--- src/rtl/rot_regfile_loader.sv ---
// ============================================================================
// rot_regfile_loader: streams bytes into a nibble-wide register file.
// Revision 1.0
// ============================================================================
`default_nettype none

module rot_regfile_loader #(
  parameter int NUM_REGS  = 16,
  parameter int ADDR_BITS = 4
) (
  input  logic                 clk,
  input  logic                 rst_n,
  input  logic                 start,
  input  logic                 abort,
  input  logic [ADDR_BITS-1:0] start_addr,
  input  logic [7:0]           in_data,
  input  logic                 in_valid,
  output logic                 in_ready,
  output logic [ADDR_BITS-1:0] w_addr,
  output logic [3:0]           wdata,
  output logic                 set_data,
  output logic                 busy,
  output logic                 done
);

  typedef enum logic [2:0] {
    IDLE  = 3'd0,
    RECV  = 3'd1,
    WR_LO = 3'd2,
    WR_HI = 3'd3,
    DONE  = 3'd4
  } state_t;

  localparam logic [ADDR_BITS:0] LAST_COUNT = (ADDR_BITS + 1)'(NUM_REGS - 1);

  state_t               state;
  state_t               state_nxt;
  logic [ADDR_BITS-1:0] addr;
  logic [ADDR_BITS:0]   count;
  logic [7:0]           data_byte;
  logic [ADDR_BITS-1:0] last_addr;
  logic [3:0]           last_data;

  always_ff @(posedge clk or negedge rst_n) begin
    if (!rst_n) state <= IDLE;
    else        state <= state_nxt;
  end

  // Write port shows the live address/nibble only while writing, else the last write.
  always_comb begin
    state_nxt = state;
    in_ready  = 1'b0;
    set_data  = 1'b0;
    busy      = (state != IDLE);
    done      = 1'b0;
    w_addr    = last_addr;
    wdata     = last_data;
    case (state)
      IDLE: begin
        if (start && !abort) state_nxt = RECV;
      end
      RECV: begin
        in_ready = 1'b1;
        if (abort)         state_nxt = IDLE;
        else if (in_valid) state_nxt = WR_LO;
      end
      WR_LO: begin
        set_data  = 1'b1;
        w_addr    = addr;
        wdata     = data_byte[3:0];
        state_nxt = abort ? IDLE : WR_HI;
      end
      WR_HI: begin
        set_data = 1'b1;
        w_addr   = addr;
        wdata    = data_byte[7:4];
        if (abort)                    state_nxt = IDLE;
        else if (count == LAST_COUNT) state_nxt = DONE;
        else                          state_nxt = RECV;
      end
      DONE: begin
        done      = 1'b1;
        state_nxt = IDLE;
      end
      default: state_nxt = IDLE;
    endcase
  end

  always_ff @(posedge clk or negedge rst_n) begin
    if (!rst_n) begin
      addr      <= '0;
      count     <= '0;
      data_byte <= '0;
      last_addr <= '0;
      last_data <= '0;
    end else begin
      case (state)
        IDLE: begin
          if (start && !abort) begin
            addr  <= start_addr;
            count <= '0;
          end
        end
        RECV: begin
          if (in_valid && !abort) data_byte <= in_data;
        end
        WR_LO: begin
          addr      <= addr + 1'b1;
          count     <= count + 1'b1;
          last_addr <= addr;
          last_data <= data_byte[3:0];
        end
        WR_HI: begin
          addr      <= addr + 1'b1;
          count     <= count + 1'b1;
          last_addr <= addr;
          last_data <= data_byte[7:4];
        end
        default: ;
      endcase
    end
  end

endmodule

`default_nettype wire
--- config.mk ---
export PLATFORM = sky130hd
export DESIGN_NAME = rot_regfile_loader
export DESIGN_NICKNAME = d
export VERILOG_FILES = /design/src/rtl/rot_regfile_loader.sv
export SDC_FILE = /design/constraint.sdc
export NUM_CORES = 1
export LEC_CHECK = 0
export BUFFER_PORTS_ARGS = -buffer_cell sky130_fd_sc_hd__buf_4
export CORE_MARGIN = 4
export CORE_UTILIZATION = 40
export CTS_CLUSTER_DIAMETER = 40
export DETAILED_ROUTE_END_ITERATION = 16
export HOLD_SLACK_MARGIN = 0.08
export PLACE_DENSITY_LB_ADDON = 0.15
export SLEW_MARGIN = 20
export SYNTH_ARGS = -nofsm -noshare
export SYNTH_HDL_FRONTEND = slang
export SYNTH_SLANG_ARGS = --single-unit
--- constraint.sdc ---
create_clock -name clk -period 1.5 [get_ports clk]
set_input_delay 0.075 -clock clk [delete_from_list [all_inputs] [get_ports clk]]
set_output_delay 0.075 -clock clk [all_outputs]
set_load 0.02 [all_outputs]
==> results of run 1 <==
[synthesized netlist by cell type, drive strengths merged]
master / number / area, µm²
mux2i: 8 / 80.1
buf: 5 / 27.5
or3: 1 / 6.26
nand3: 3 / 20.0
dfrtp: 28 / 701
a31oi: 2 / 12.5
a22o: 2 / 17.5
and2: 1 / 6.26
nand2: 18 / 67.6
ha: 3 / 37.5
o311a: 1 / 10.0
a21o: 1 / 7.51
a211oi: 1 / 7.51
a21oi: 2 / 10.0
o21ai: 5 / 25.0
nor3b: 3 / 22.5
nor3: 2 / 10.0
mux2: 8 / 90.1
nor2b: 1 / 6.26
nand3b: 1 / 7.51
nand2b: 1 / 6.26
o22ai: 2 / 12.5
or2: 1 / 8.76
o2bb2ai: 1 / 8.76
nor2: 3 / 11.3
xnor2: 1 / 8.76
and3: 3 / 18.8
nor4b: 1 / 23.8
inv: 3 / 11.3
a22oi: 1 / 7.51
nor4bb: 1 / 10.0
[power breakdown]
part | switching (mW) | total, mW | internal, mW
clock network | 0.224 | 0.373 | 0.148
registers | 0.164 | 1.14 | 0.980
logic | 0.492 | 1.03 | 0.543
total | 0.880 | 2.55 | 1.67
[cells in the final DEF, fill, tap and decap left out, types with 2 or more instances in the layout]
cell and count:
nand3_1 2, buf_6 10, nor3_1 2, and3_1 3, a31oi_1 2, mux2i_1 4
ha_1 2, nand2_2 3, nor3b_1 2, a21oi_1 2, nor2_1 3, a22o_1 2
nand2_1 15, buf_4 31, dfrtp_2 2, dfrtp_1 26, inv_1 2, o21ai_4 4
mux2_2 8, dlygate4sd3_1 14, clkbuf_4 3, o22ai_1 2, mux2i_4 3
[through the flow]
step / area (µm²) / worst slack, ps
after floorplan: 1300 / -23.6
after CTS: 1830 / -17.3
after detailed placement: 1590 / 47.4
after global placement: 1590 / 99.4
final: 1980 / -3.98
after global routing: 1980 / -77.9
[metal layers]
layer	routed length, µm	vias up	share of wire
met3	87	2	0.029
met1	1350	515	0.45
met5	0	-	0
li1	-	517	-
met2	1530	14	0.51
met4	21	0	0.0070
[sequential cells by signal, indices dropped and copies added (netlist names)]
name	count
count	5
addr	4
last_data	4
last_addr	4
state	3
data_byte	8
[logic make-up after synthesis]
kind of cell    after synthesis
simple gates                 40
flops                        28
compound gates               18
mux                          16
buf+inv                       8
fa+ha+maj                     3
xor+xnor                      1
[layout make-up]
| class | count | area, µm² |
|---|---|---|
| Fill cell | 263 | 1100 |
| Sequential cell | 28 | 703 |
| Multi-Input combinational cell | 78 | 682 |
| Timing Repair Buffer | 55 | 485 |
| Tap cell | 44 | 55.1 |
| Clock buffer | 4 | 36.3 |
| Inverter | 3 | 13.8 |
[worst reg2reg max path, stage by stage (launching register included)]
cell and delay (ps):
dfrtp_1 440, buf_4 150, nor4b_4 380, nor2_1 140
a22o_1 250
[how the worst max path moves through the flow]
stage / from / end / slack, ps
finish: state[0]$_DFFE_PN0P_ / busy / -4
global route: state[0]$_DFFE_PN0P_ / wdata[3] / -80
CTS: state[2]$_DFFE_PN0P_ / wdata[0] / -20
detailed placement: count[0]$_DFFE_PN0P_ / state[0]$_DFFE_PN0P_ / 50
global placement: count[0]$_DFFE_PN0P_ / state[0]$_DFFE_PN0P_ / 100
floorplan: state[2]$_DFFE_PN0P_ / last_data[1]$_DFF_PN0_ / -20
[what timing repair did]
action / CTS / global route
endpoints found under the setup margin: 10 / 26
hold buffers: 14 / 0
buffers inserted: 3 / 3
hold endpoints to repair: 41 / 0
pin swaps: 2 / 2
gates resized for setup: 14 / 25
==> results.md, run 1 <==
* Max VDD drop at 0.678 mV
* Final hold slack at around 120 ps
* Fmax at 665 MHz
* Status: complete, but fails checks
* Critical path's slowest cell: dfrtp_1
* Number of global-route vias before repair at 1083
* Clock Skew at 8.10 ps
* Leakage power at between 0.9 and 1 nW
* Total CTS buffers at 3
* PD cells at 1290 nW/µm²
* GRT Total Usage at 0.147
* Most Crowded Layer GR: met2
* Max cap viols at 0
* Post-synthesis compound-gate area fraction at 0.0914
* Critical path, cell by cell: buf_6 > or3_4 > buf_6
* Synth warn at 0
* Area grow syn2layout at 52.0%
* CP endpoint kind: output port
* Worst r2r src: state[0]$_DFFE_PN0P_
* Initial core utilization at 0.422
* CTS H-tree lvls at 1
* CP Buf/Inv Count at 2
* Hold Vio Cnt, Final at 0
* Vias per inst at between 4 and 5
* RD Place Congestion at 0.747
* Max-slew headroom at 0.759
* Synth Area in Adders at 0.0289
* Setup_tns at -3.98 ps
* N_diodes at 0
* Hold Crit Start: start_addr[3]
* Yosys reg bits at 28
* Critical setup path kind: reg -> out
* Critical Path AT at approximately 1400 ps
* Startpoint Class: register
* Register area share after synthesis at 0.539
* Vias at roughly 1000
* Failing checks: negative setup slack
* Final worst slack at -3.98 ps
* CP Max Fanout at 5
* Die Span X at 65.0 µm
* Overall power at around 2.6 mW
* Routed WL per cell at between 10 and 15 µm
* RSZ-0062 raised after global routing: yes
* TritonCTS clock tree: yes
* Grt total ovfl at 0
* Path length in cells of the critical path at 3
* Slowest cell delay on critical path at 440 ps
* Layout Cells excl Fill at between 200 and 250
* DRC Markers at 0
* Post-synthesis simple-gate area fraction at 0.173
* Final setup viols at 1
* Clock buffer depth at 2
* Port-buffer cells at 28
* Family with the most delay on the worst path: flip-flops
* Clock root buffer: clkbuf_4
* Avg Cell Area, Syn at around 11 µm²
* Period utilization at 1.00
* First-pass GRT wire length at 4.86 mm
* Post-Syn Instances at 114
* WP data required at 1420 ps
* HP Class: in -> reg
* Fin nets at 189
* Largest family of logic cells by synthesized area: simple AND/OR/NAND/NOR gates
* Worst R2R End: count[3]$_DFFE_PN0P_
* Hold Path Stages at 3
* TritonRoute pass-1 iters at 4
* Crit-path most repeated cell: buf_6
* Fin. max-slew vios at 0
* Area of the die at 4230 µm²
* HPWL after DPL at 1.88 mm
* Clk sink count at 28
* Mux contribution to synthesized area at 0.131
* Synth Area in XOR/XNOR at 0.00674
* Min Tclk post-route at 1500 ps
* Fin util at 0.642
* Die Y at 65.0 µm
* Post-route ant nets at 0
* CTS clock-pin slew for the worst setup and hold paths at 160 ps
* Initial antenna violation count at 0
* Met1 Use GR at 0.196
* Placed Instances at 188
* 1st-iter DRT viols at 57
* Synthesized netlist net count at 134
* Worst slew pin tran at approximately 360 ps
* Post-synthesis cell area at roughly 1300 µm²
* DRT Wirelength at just under 3 mm
* Grt met3 use at 0.0208
* Row Count at 20
* Core Area at 3080 µm²
* I/O pin total at 29
* Met2 GRT Util at 0.246
* Hold Crit Endpoint: addr[3]$_DFFE_PN0P_
* Clk_lat worst skew at about 330 ps
* Largest net degree at the start of global routing at 29
* Reg-to-reg slack, setup at 40 ps
* Reg2reg path depth at 4
* Share of cells above drive strength 1 at 0.440
* Distinct cells, synth at 34
(Power assumes the default switching activity.)
==> run 2, diff against run 1 <==
Settings changed: BUFFER_PORTS_ARGS -buffer_cell sky130_fd_sc_hd__buf_4 to unset, DONT_BUFFER_PORTS set to 1, PLACE_DENSITY set to 0.54, PLACE_DENSITY_LB_ADDON 0.15 to unset, REMOVE_ABC_BUFFERS set to 1.
==> run 2 against run 1 <==
Net effect:
- the run still ends with negative setup slack left
- power grew 1.5%
- wire length is 0.27% lower
- via count decreased by 3.1%
- first-iteration DRC count shrank 56%
- setup slack worse by 5.5 ps
- cell area decreased by 2.5%
- hold slack gained 22 ps
- critical endpoint is now wdata[3]
==> results.md, run 2 (same netlist as run 1, synthesis figures left out) <==
* Status: complete, but fails checks (unchanged)
* Failing checks: negative setup slack (unchanged)
* Final hold slack at 140 ps (was 118 ps)
* Critical Path AT at 1430 ps (about the same)
* Max reg flops at 8 (unchanged)
* TritonCTS clock tree: yes (unchanged)
* Worst slew pin tran at 394 ps (was 361 ps)
* HPWL after DPL at 1.79 mm (was 1.88 mm)
* Hold Vio Cnt, Final at 0 (unchanged)
* Max-slew headroom at 0.737 (was 0.759)
* Area grow syn2layout at 48.1% (was 52.0%)
* RSZ-0062 raised after global routing: yes (unchanged)
* Fmax at 662 MHz (was 665 MHz)
* Fin. max-slew vios at 0 (unchanged)
* Clock Skew at 5.54 ps (was 8.10 ps)
* PD cells at 1350 nW/µm² (was 1290 nW/µm²)
* Post-route ant nets at 0 (unchanged)
* Reg-to-reg slack, setup at 70 ps (was 40 ps)
* DRC Markers at 0 (unchanged)
* HP Class: in -> reg (unchanged)
* Overall power at 2.59 mW (was 2.55 mW)
* Hold Crit Endpoint: state[1]$_DFFE_PN0P_ (was addr[3]$_DFFE_PN0P_)
* Max VDD drop at 0.722 mV (was 0.678 mV)
* WP data required at 1420 ps (about the same)
* Clk_lat worst skew at 330 ps (about the same)
* GRT Total Usage at 0.141 (was 0.147)
* Period utilization at 1.01 (was 1.00)
* First-pass GRT wire length at 4.64 mm (was 4.86 mm)
* DRT Wirelength at 2.97 mm (was 2.98 mm)
* Fin nets at 175 (was 189)
* Top reg by flops: data_byte (unchanged)
* Most frequent cells in the layout: dfrtp_1, dlygate4sd3_1, buf_4, nand2_2 (was buf_4, dfrtp_1, nand2_1, dlygate4sd3_1, buf_6)
* I/O pin total at 29 (unchanged)
* Reg2reg path depth at 6 (was 4)
* Final setup viols at 3 (was 1)
* Placed Instances at 168 (was 188)
* TritonRoute pass-1 iters at 4 (unchanged)
* Leakage power at 0.871 nW (was 0.923 nW)
* Clock root buffer: clkbuf_4 (unchanged)
* Clock buffer depth at 2 (unchanged)
* N_diodes at 0 (unchanged)
* Row Count at 20 (unchanged)
* Initial antenna violation count at 0 (unchanged)
* Die Y at 65.0 µm (unchanged)
* Core Area at 3080 µm² (unchanged)
* 1st-iter DRT viols at 25 (was 57)
* CTS H-tree lvls at 1 (unchanged)
* Initial core utilization at 0.422 (unchanged)
* CP endpoint kind: output port (unchanged)
* Routed WL per cell at 15.0 µm (was 14.1 µm)
* Critical setup path kind: reg -> out (unchanged)
* Area of the die at 4230 µm² (unchanged)
* Total CTS buffers at 3 (unchanged)
* Worst r2r src: count[0]$_DFFE_PN0P_ (was state[0]$_DFFE_PN0P_)
* Grt total ovfl at 0 (unchanged)
* Max cap viols at 0 (unchanged)
* CTS clock-pin slew for the worst setup and hold paths at 140 ps (was 160 ps)
* Port-buffer cells at 0 (was 28)
* Post-placement cell area at 1440 µm² (was 1590 µm²)
* Worst R2R End: state[0]$_DFFE_PN0P_ (was count[3]$_DFFE_PN0P_)
* Layout Cells excl Fill at 198 (was 212)
* CP Max Fanout at 10 (was 5)
* Vias at 1015 (was 1048)
* Startpoint Class: register (unchanged)
* Post-route design area at 1930 µm² (was 1980 µm²)
* Vias per inst at 5.13 (was 4.94)
* Clk sink count at 28 (unchanged)
* Most common cell after layout, fill and taps aside: dfrtp_1 (was buf_4)
* Largest net degree at the start of global routing at 29 (unchanged)
* Top flop regs: data_byte (8), count (5) (unchanged)
* Number of global-route vias before repair at 991 (was 1083)
* RD Place Congestion at 0.745 (was 0.747)
* Hold Path Stages at 3 (unchanged)
* Min Tclk post-route at 1510 ps (was 1500 ps)
* Hold Crit Start: in_valid (was start_addr[3])
* Share of cells above drive strength 1 at 0.442 (was 0.440)
* Die Span X at 65.0 µm (unchanged)
* Final worst slack at -9.50 ps (was -3.98 ps)
run 2: power breakdown:
group	internal, mW	switching (mW)	total, mW	leakage, nW
clock	0.149	0.212	0.361	0.0210
sequential	0.981	0.171	1.15	0.347
combinational	0.560	0.517	1.08	0.504
run 2: area by class of cell:
cell class	count	area [µm²]
Inverter	3	16.3
Tap cell	44	55.1
Multi-Input combinational cell	78	702
Timing Repair Buffer	41	414
Clock buffer	4	36.3
Sequential cell	28	702
Fill cell	261	1150
run 2: how the worst max path moves through the flow:
stage | slack (ps) | endpoint | startpoint
after floorplan | -240 | addr[3]$_DFFE_PN0P_ | state[2]$_DFFE_PN0P_
after global placement | 70 | state[0]$_DFFE_PN0P_ | count[0]$_DFFE_PN0P_
after detailed placement | 30 | state[0]$_DFFE_PN0P_ | count[0]$_DFFE_PN0P_
after CTS | 3 | wdata[0] | state[2]$_DFFE_PN0P_
after global routing | -90 | wdata[3] | state[0]$_DFFE_PN0P_
final | -10 | wdata[3] | state[0]$_DFFE_PN0P_
run 2: critical path, stage by stage (launching register included):
cell     delay [ps]
dfrtp_1         420
buf_12          160
mux2i_2         290
o21ai_4         100
buf_6           130
run 2: metal layers:
| layer | wire length [µm] | global-route usage | vias to the layer above |
|---|---|---|---|
| met2 | 1540 | 0.235 | 17 |
| li1 | - | - | 486 |
| met5 | 0 | 0 | - |
| met4 | 25 | 0.0389 | 0 |
| met3 | 118 | 0.0433 | 4 |
| met1 | 1290 | 0.177 | 508 |
run 2: timing repair:
item                                    in CTS  in global routing
gates resized for setup                     19                 38
buffers inserted                             3                  7
hold buffers                                16                  0
pin swaps                                    1                  5
endpoints found under the hold margin       43                  0
endpoints found under the setup margin      11                 24
run 2: through the flow:
| step | utilization | setup WS, ps | TNS [ps] |
|---|---|---|---|
| global route | 0.626 | -91.4 | -325 |
| finish | 0.626 | -9.50 | -15.6 |
| global placement | 0.468 | 70.0 | 0 |
| CTS | 0.560 | 2.65 | 0 |
| detailed placement | 0.468 | 33.1 | 0 |
| floorplan | - | -237 | -2860 |
==> run 3, diff against run 2 <==
Settings changed: CORE_UTILIZATION 40 to 55, PLACE_DENSITY 0.54 to 0.7.
==> run 3 against run 2 <==
Net effect:
- the run still ends with negative setup slack left
- clock power increased by 37%
- utilization increased by 21 points
- combinational power decreased by 6%
- non-clock buffer count decreased by 1
- clock skew decreased by 2.3 ps
- flip-flop and latch count unchanged
- wire length increased by 10%
- setup slack got worse by 44 ps
- cell count decreased by 8.6%
- critical path depth unchanged
- die area decreased by 24%
- count of clock-buffer cells in the layout decreased by 1
==> results.md, run 3 (same netlist as run 1, synthesis figures left out) <==
* Storage cell area at 703 µm² (was 702 µm²)
* Clk_lat worst skew at 330 ps (about the same)
* Period utilization at 1.04 (was 1.01)
* Worst slew pin tran at 347 ps (was 394 ps)
* Total CTS buffers at 3 (unchanged)
* Hold Path Stages at 3 (unchanged)
* Post-placement cell area at 1440 µm² (about the same)
* Final setup viols at 4 (was 3)
* WP data required at 1420 ps (about the same)
* Die Span X at 56.6 µm (was 65.0 µm)
* Share of cells above drive strength 1 at 0.418 (was 0.442)
* Final hold slack at 113 ps (was 140 ps)
* Post-route design area at 1880 µm² (was 1930 µm²)
* Area grow syn2layout at 44.4% (was 48.1%)
* Most frequent cells in the layout: dfrtp_1, dlygate4sd3_1, buf_4, buf_6 (was dfrtp_1, dlygate4sd3_1, buf_4, nand2_2)
* Min Tclk post-route at 1550 ps (was 1510 ps)
* Fin. max-slew vios at 0 (unchanged)
* Leakage power at 0.863 nW (was 0.871 nW)
* Family with the most delay on the worst path: flip-flops (unchanged)
* TritonCTS clock tree: yes (unchanged)
* Top reg by flops: data_byte (unchanged)
* Failing checks: negative setup slack (unchanged)
* Critical Path AT at 1480 ps (was 1430 ps)
* Overall power at 2.67 mW (was 2.59 mW)
* Crit-path most repeated cell: buf_6
* TritonRoute pass-1 iters at 4 (unchanged)
* Worst slack, placed at 47.8 ps (was 33.1 ps)
* Max cap viols at 0 (unchanged)
* Final worst slack at -53.5 ps (was -9.50 ps)
* CP endpoint kind: output port (unchanged)
* Slowest cell delay on critical path at 410 ps (was 420 ps)
* Clock root buffer: clkbuf_4 (unchanged)
* Max VDD drop at 0.989 mV (was 0.722 mV)
* Path length in cells of the critical path at 4 (unchanged)
* Initial antenna violation count at 0 (unchanged)
* RD Place Congestion at 0.790 (was 0.745)
* Port-buffer cells at 0 (unchanged)
* Routed WL per cell at 18.1 µm (was 15.0 µm)
* Largest net degree at the start of global routing at 29 (unchanged)
* First-pass GRT wire length at 4.94 mm (was 4.64 mm)
* Hold Vio Cnt, Final at 0 (unchanged)
* I/O pin total at 29 (unchanged)
* Critical path's slowest cell: dfrtp_1 (unchanged)
* Clock buffer depth at 2 (unchanged)
* Row Count at 17 (was 20)
* Most common cell after layout, fill and taps aside: dfrtp_1 (unchanged)
* Clk sink count at 28 (unchanged)
* Fmax at 644 MHz (was 662 MHz)
* Fillers at 111 (was 261)
* N_diodes at 0 (unchanged)
* Reg2reg path depth at 5 (was 6)
* DRC Markers at 0 (unchanged)
* Clock Skew at 3.22 ps (was 5.54 ps)
* Number of global-route vias before repair at 1093 (was 991)
* Die Y at 56.6 µm (was 65.0 µm)
* Critical path, cell by cell: buf_6 > mux2i_2 > o21ai_4 > buf_6 (was buf_12 > mux2i_2 > o21ai_4 > buf_6)
* 1st-iter DRT viols at 27 (was 25)
* Max reg flops at 8 (unchanged)
* CTS H-tree lvls at 1 (unchanged)
* Critical setup path kind: reg -> out (unchanged)
* Vias per inst at 5.73 (was 5.13)
* PD cells at 1420 nW/µm² (was 1350 nW/µm²)
* HPWL after DPL at 1.77 mm (was 1.79 mm)
* RSZ-0062 raised after global routing: yes (unchanged)
* Area of the multi-input gates at 663 µm² (was 702 µm²)
* GRT Total Usage at 0.201 (was 0.141)
* Fin nets at 174 (was 175)
* Grt total ovfl at 0 (unchanged)
* Max-slew headroom at 0.768 (was 0.737)
* Status: complete, but fails checks (unchanged)
* CP Max Fanout at 12 (was 10)
* Vias at 1038 (was 1015)
* CP Buf/Inv Count at 2 (unchanged)
* CTS clock-pin slew for the worst setup and hold paths at 150 ps (was 140 ps)
* Top flop regs: data_byte (8), count (5) (unchanged)
* Post-route ant nets at 0 (unchanged)
* Startpoint Class: register (unchanged)
* DRT Wirelength at 3.28 mm (was 2.97 mm)
* Area of the die at 3210 µm² (was 4230 µm²)
* HP Class: in -> reg (unchanged)
* Initial core utilization at 0.582 (was 0.422)
* Core Area at 2230 µm² (was 3080 µm²)
run 3: changes by cell type in the layout (fill, tap and decap cells not counted), sizes merged:
cell / delta
bufinv: +1
clkinv: +1
inv: -1
clkbuf: -2
run 3: through the flow:
stage | setup TNS (ps) | std cells | util
after floorplan | -2860 | 109 | -
after global placement | 0 | 154 | 0.643
after detailed placement | 0 | 154 | 0.643
after CTS | 0 | 177 | 0.775
after global routing | -989 | 181 | 0.840
final | -123 | 181 | 0.840
run 3: area by class of cell:
class | count | share of cell area
Timing Repair Buffer | 40 | 0.213
Clock buffer | 3 | 0.0120
Inverter | 3 | 0.0127
Tap cell | 28 | 0.0187
Clock inverter | 1 | 0.0160
Multi-Input combinational cell | 78 | 0.353
Sequential cell | 28 | 0.375
run 3: worst min-delay path, delay by kind of cell:
kind	cells	cell delay [ps]
and+or+nand+nor	2	220
muxes	1	130
run 3: path summary, 6_finish.rpt:
check	end	startpoint	slack [ps]
worst min-delay path	state[1]$_DFFE_PN0P_	in_valid	110
worst max-delay path	wdata[0]	state[0]$_DFFE_PN0P_	-50
min in group asynchronous	state[1]$_DFFE_PN0P_	rst_n	170
worst min register to register	last_addr[0]$_DFF_PN0_	last_addr[0]$_DFF_PN0_	510
max in group asynchronous	state[2]$_DFFE_PN0P_	rst_n	1170
worst max register to register	addr[0]$_DFFE_PN0P_	state[0]$_DFFE_PN0P_	0
run 3: routing by layer:
layer,vias up,track usage,part of all wire
li1,486,-,-
met1,515,0.225,0.39
met5,-,0,0
met2,29,0.356,0.54
met4,0,0.112,0.028
met3,8,0.0322,0.036
run 3: timing repair:
action | 4_1_cts | 5_1_grt
buffers inserted | 3 | 4
hold endpoints to repair | 44 | 0
pin swaps | 3 | 6
hold buffers | 16 | 0
endpoints found under the setup margin | 10 | 27
gates resized for setup | 18 | 31
run 3: power by group:
part | switching, mW | internal (mW) | total (mW)
registers | 0.178 | 0.980 | 1.16
logic | 0.505 | 0.508 | 1.01
clock network | 0.224 | 0.270 | 0.495
total | 0.908 | 1.76 | 2.67
